[config.mk]
export PLATFORM = sky130hd
export DESIGN_NAME = fm_sat_counter
export DESIGN_NICKNAME = d
export VERILOG_FILES = /design/src/rtl/fm_sat_counter.sv
export SDC_FILE = /design/constraint.sdc
export NUM_CORES = 1
export LEC_CHECK = 0
export ABC_AREA = 1
export CAP_MARGIN = 20
export CELL_PAD_IN_SITES_DETAIL_PLACEMENT = 1
export CELL_PAD_IN_SITES_GLOBAL_PLACEMENT = 2
export CORE_MARGIN = 5
export CORE_UTILIZATION = 27
export DETAILED_ROUTE_END_ITERATION = 8
export HOLD_SLACK_MARGIN = 0.02
export PLACE_DENSITY_LB_ADDON = 0.3
export SYNTH_ARGS = -nofsm -noshare
export SYNTH_HDL_FRONTEND = slang
export SYNTH_SLANG_ARGS = --single-unit
export TNS_END_PERCENT = 1
[constraint.sdc]
create_clock -name clk -period 2.1 [get_ports clk]
set_input_delay 0.315 -clock clk [delete_from_list [all_inputs] [get_ports clk]]
set_output_delay 0.315 -clock clk [all_outputs]
set_load 0.005 [all_outputs]
[src/rtl/fm_sat_counter.sv]
// Saturating up-counter with synchronous clear (clear wins over increment).
module fm_sat_counter #(
  parameter int unsigned Width = 8
) (
  input  logic             clk,
  input  logic             rst,
  input  logic             clr,
  input  logic             inc,
  output logic [Width-1:0] cnt
);

  logic [Width-1:0] cnt_q;

  always_ff @(posedge clk or negedge rst) begin
    if (!rst) begin
      cnt_q <= '0;
    end else if (clr) begin
      cnt_q <= '0;
    end else if (inc && (cnt_q != '1)) begin
      cnt_q <= cnt_q + 1'b1;
    end
  end

  assign cnt = cnt_q;

endmodule

==> results by stage <==
Setup path:
- The worst setup path is captured at an output pin.
- The critical path class is reg2out.
- The maximum fanout encountered on the critical timing path is 7.
- The library cell contributing the largest single delay on the critical path is sky130_fd_sc_hd__clkdlybuf4s50_1.
- For the worst setup path, the data arrival time is 1290 ps.
- The critical path goes through clkdlybuf4s50_1.
- The peak per-stage delay on the critical path is 550 ps.
- The type of origin of the critical path is a register.
- The combined buffer and inverter count along the critical path is 1.
- STA puts the critical path data required time at 1780 ps.
- The kind of cell with the highest combined delay along the critical path is buffers and inverters.

Synthesis:
- The share of the yosys chip area belonging to registers is 39.1%.
- In this run the cell area of the synthesized design comes to 512 sq um.
- The cell count after synthesis came out at 74.
- Of the post-synthesis cell area, the dominant cell type holds 39.1%.
- The share of flip-flops with an asynchronous set or reset after synthesis is 100%.
- Sorting the synthesized cells by area gives the leading types as sky130_fd_sc_hd__dfrtp_1, sky130_fd_sc_hd__nand2_1, sky130_fd_sc_hd__nand3_1.
- Of all cell types, the one taking the most synthesized area is sky130_fd_sc_hd__dfrtp_1.
- The distinct cell type count of the synthesized netlist is 15.
- For this run, the number of Yosys warnings is 0.
- The number of register bits inferred by synthesis is 8.
- In the synthesized netlist the dominant register cell turns out to be sky130_fd_sc_hd__dfrtp_1.
- sky130_fd_sc_hd__nand2_1 is the most common cell in the netlist.
- Sorting the synthesized cells by how often they occur yields sky130_fd_sc_hd__nand2_1, sky130_fd_sc_hd__inv_1, sky130_fd_sc_hd__nand3_1.
- The post-synth net total is 79.
- The mean area per synthesized cell is 6.92 sq um.
- The number of enable flip-flop cells after synthesis is 0.

Finish:
- The area growth from synthesis to layout is 32.0%.
- The fraction of layout instances using a drive strength above 1 is 11.4%.
- 0 antenna diodes ended up in the layout.
- The register with the most flip-flops in the layout has 8 of them.
- In the final design database the tool counted 95 nets.
- The core utilization of the finished layout is 38.3%.

CTS:
- After clock tree synthesis, the clock-pin slew on the worst setup and hold paths is 60 ps.
- The maximum buffer depth of the clock tree is 2.
- Post-CTS repair changed the size of 0 cells.
- The CTS H-tree depth is 1.
- Clock latency on the worst-skew pair, taken at its later pin, is 260 ps.
- The count of hold buffers inserted by post-cts repair is 0.
- The TritonCTS clock tree is done.
- CTS saw 8 sinks.
- Post-CTS timing repair inserted 0 buffers for setup.
- The number of buffers added by the clock tree synthesis step is 3.
- The cell sitting at the root of the clock tree is a sky130_fd_sc_hd__clkbuf_4.

Hold path:
- The path class of the lowest-slack min-delay path is in2async.

STA:
- Setup repair after global routing left no endpoint under its margin.
- The final worst slack is 499 ps.
- The number of slew-limit violations in the final report is 0.
- Headroom to the max-slew limit came out at 73.2%.
- Static timing analysis puts the maximum clock frequency at 624 MHz.
- The share of the clock period used by the worst path after layout is 76.3%.
- For the final database, setup skew stands at 3.70 ps.
- The minimum clock period after layout is 1600 ps.
- The count of final hold-check violations is 0.
- Setup violations remaining at the end of the flow were counted as 0.
- The sum of negative setup slack is 0 ps.
- At the pin with the least slew margin, the transition time is 400 ps.

Floorplan:
- The core region is 1760 sq um.
- The overall die height is 53.5 microns.
- The area of the die is 2870 sq um.
- The total I/O pin count is 12.
- The die extent in x is 53.5 microns.
- In this run the core area contains 15 standard-cell rows.
- The initial utilization of the core area, before any placement, comes to 29.0%.

Placement:
- The post-placement worst setup slack is 524 ps.
- The count of port buffers added during placement is 11.
- The HPWL after detailed placement is 1080 microns.
- The congestion estimate from routability-driven global placement came to 0.768.

Global route:
- The number of antenna violations at the first check in global routing is 0.
- The number of global-route vias before repair is 518.
- Global routing consumed, over all layers together, 12.2% of the routing resources.
- Summed over all layers, the global routing overflow is 0.
- The first global-routing pass estimated 2430 microns of wire.
- The maximum number of pins on one net before global-route repair is 9.

Routing:
- The final route contains 515 vias.
- The number of design-rule violations left by the first detailed-router iteration is 4.
- Dividing the detail-routed wire length by the instance count gives 12.2 microns.
- The per-cell via count in the routed design is 4.56.
- The first-pass iteration count of the detailed router is 3.
- Summed over all layers, the routed wires come to 1380 microns.
- The count of unresolved DRC violations after routing is 0.
- The final antenna-violating net count is 0.

Status:
- The run finished with clean final reports.

Run:
- The reported max-cap violation count is 0.

Power and ir drop:
- The leakage power of the design is 0.314 nW.
- The peak supply drop is 0.000291 V.
- Dividing total power by cell area gives a power density of 515 nW/um^2.
==> area by class of cell <==
class,instances,area (sq um)
Multi-Input combinational cell,55,265
Timing Repair Buffer,11,110
Inverter,11,46.3
Fill cell,236,1090
Clock buffer,3,22.5
Sequential cell,8,200
Tap cell,25,31.3
==> cell families (layout without fill, tap and decap cells) <==
| family | after synthesis | count (layout) | share of synthesized area, % |
|---|---|---|---|
| DFF | 8 | 8 | 39.1 |
| and+or+nand+nor | 46 | 46 | 39.9 |
| adders and majority gates | 1 | 1 | 2.44 |
| buffers and inverters | 11 | 25 | 9.05 |
| AOI/OAI and AO/OA | 8 | 8 | 9.53 |
==> through the flow <==
stage                     total power, mW  cells  area, sq um  hold slack, ps
after floorplan                     0.195     74          512            19.4
after CTS                           0.357    113          676             356
final                               0.348    113          676             348
after detailed placement            0.227    110          653             536
after global placement              0.228    110          653             535
after global routing                0.375    113          676             366
==> cells in the final DEF, fill, tap and decap left out <==
cell type,Yosys,routed
sky130_fd_sc_hd__nor2_1,5,5
sky130_fd_sc_hd__nand2_2,2,2
sky130_fd_sc_hd__nand2_4,1,1
sky130_fd_sc_hd__nand2_1,25,25
sky130_fd_sc_hd__nand3_1,9,9
sky130_fd_sc_hd__a21oi_2,1,1
sky130_fd_sc_hd__clkbuf_4,0,3
sky130_fd_sc_hd__nor3_1,2,2
sky130_fd_sc_hd__o21ai_1,1,1
sky130_fd_sc_hd__ha_1,1,1
sky130_fd_sc_hd__a21oi_1,4,4
sky130_fd_sc_hd__clkdlybuf4s50_1,0,11
sky130_fd_sc_hd__nor2_2,2,2
sky130_fd_sc_hd__o21bai_1,2,2
sky130_fd_sc_hd__clkinv_4,1,1
sky130_fd_sc_hd__inv_1,10,10
sky130_fd_sc_hd__dfrtp_1,8,8
==> power breakdown <==
group	switching [mW]	internal, mW
Combinational	0.0264	0.0262
Sequential	0.00988	0.161
Clock	0.0590	0.0659
==> per-layer routing <==
layer | up-vias | part of all wire [%] | GRT usage [%]
met3 | 2 | 4.4 | 3.32
met1 | 242 | 49 | 15.5
met5 | - | 0 | 0
met4 | 0 | 0.94 | 6.38
met2 | 8 | 46 | 18.6
li1 | 263 | - | -
==> final timing paths <==
path	startpoint	endpoint	slack, ps	depth (start not counted)
setup / recovery	cnt[5]	cnt[5]	500	1
hold / removal	rst	cnt[3]	350	1
setup reg to reg	cnt[0]	cnt[7]	640	7
hold reg to reg	cnt[1]	cnt[1]	540	2
max in group asynchronous	rst	cnt[7]	1470	1
min in group clk	cnt[1]	cnt[1]	540	2
(Power assumes the default switching activity.)
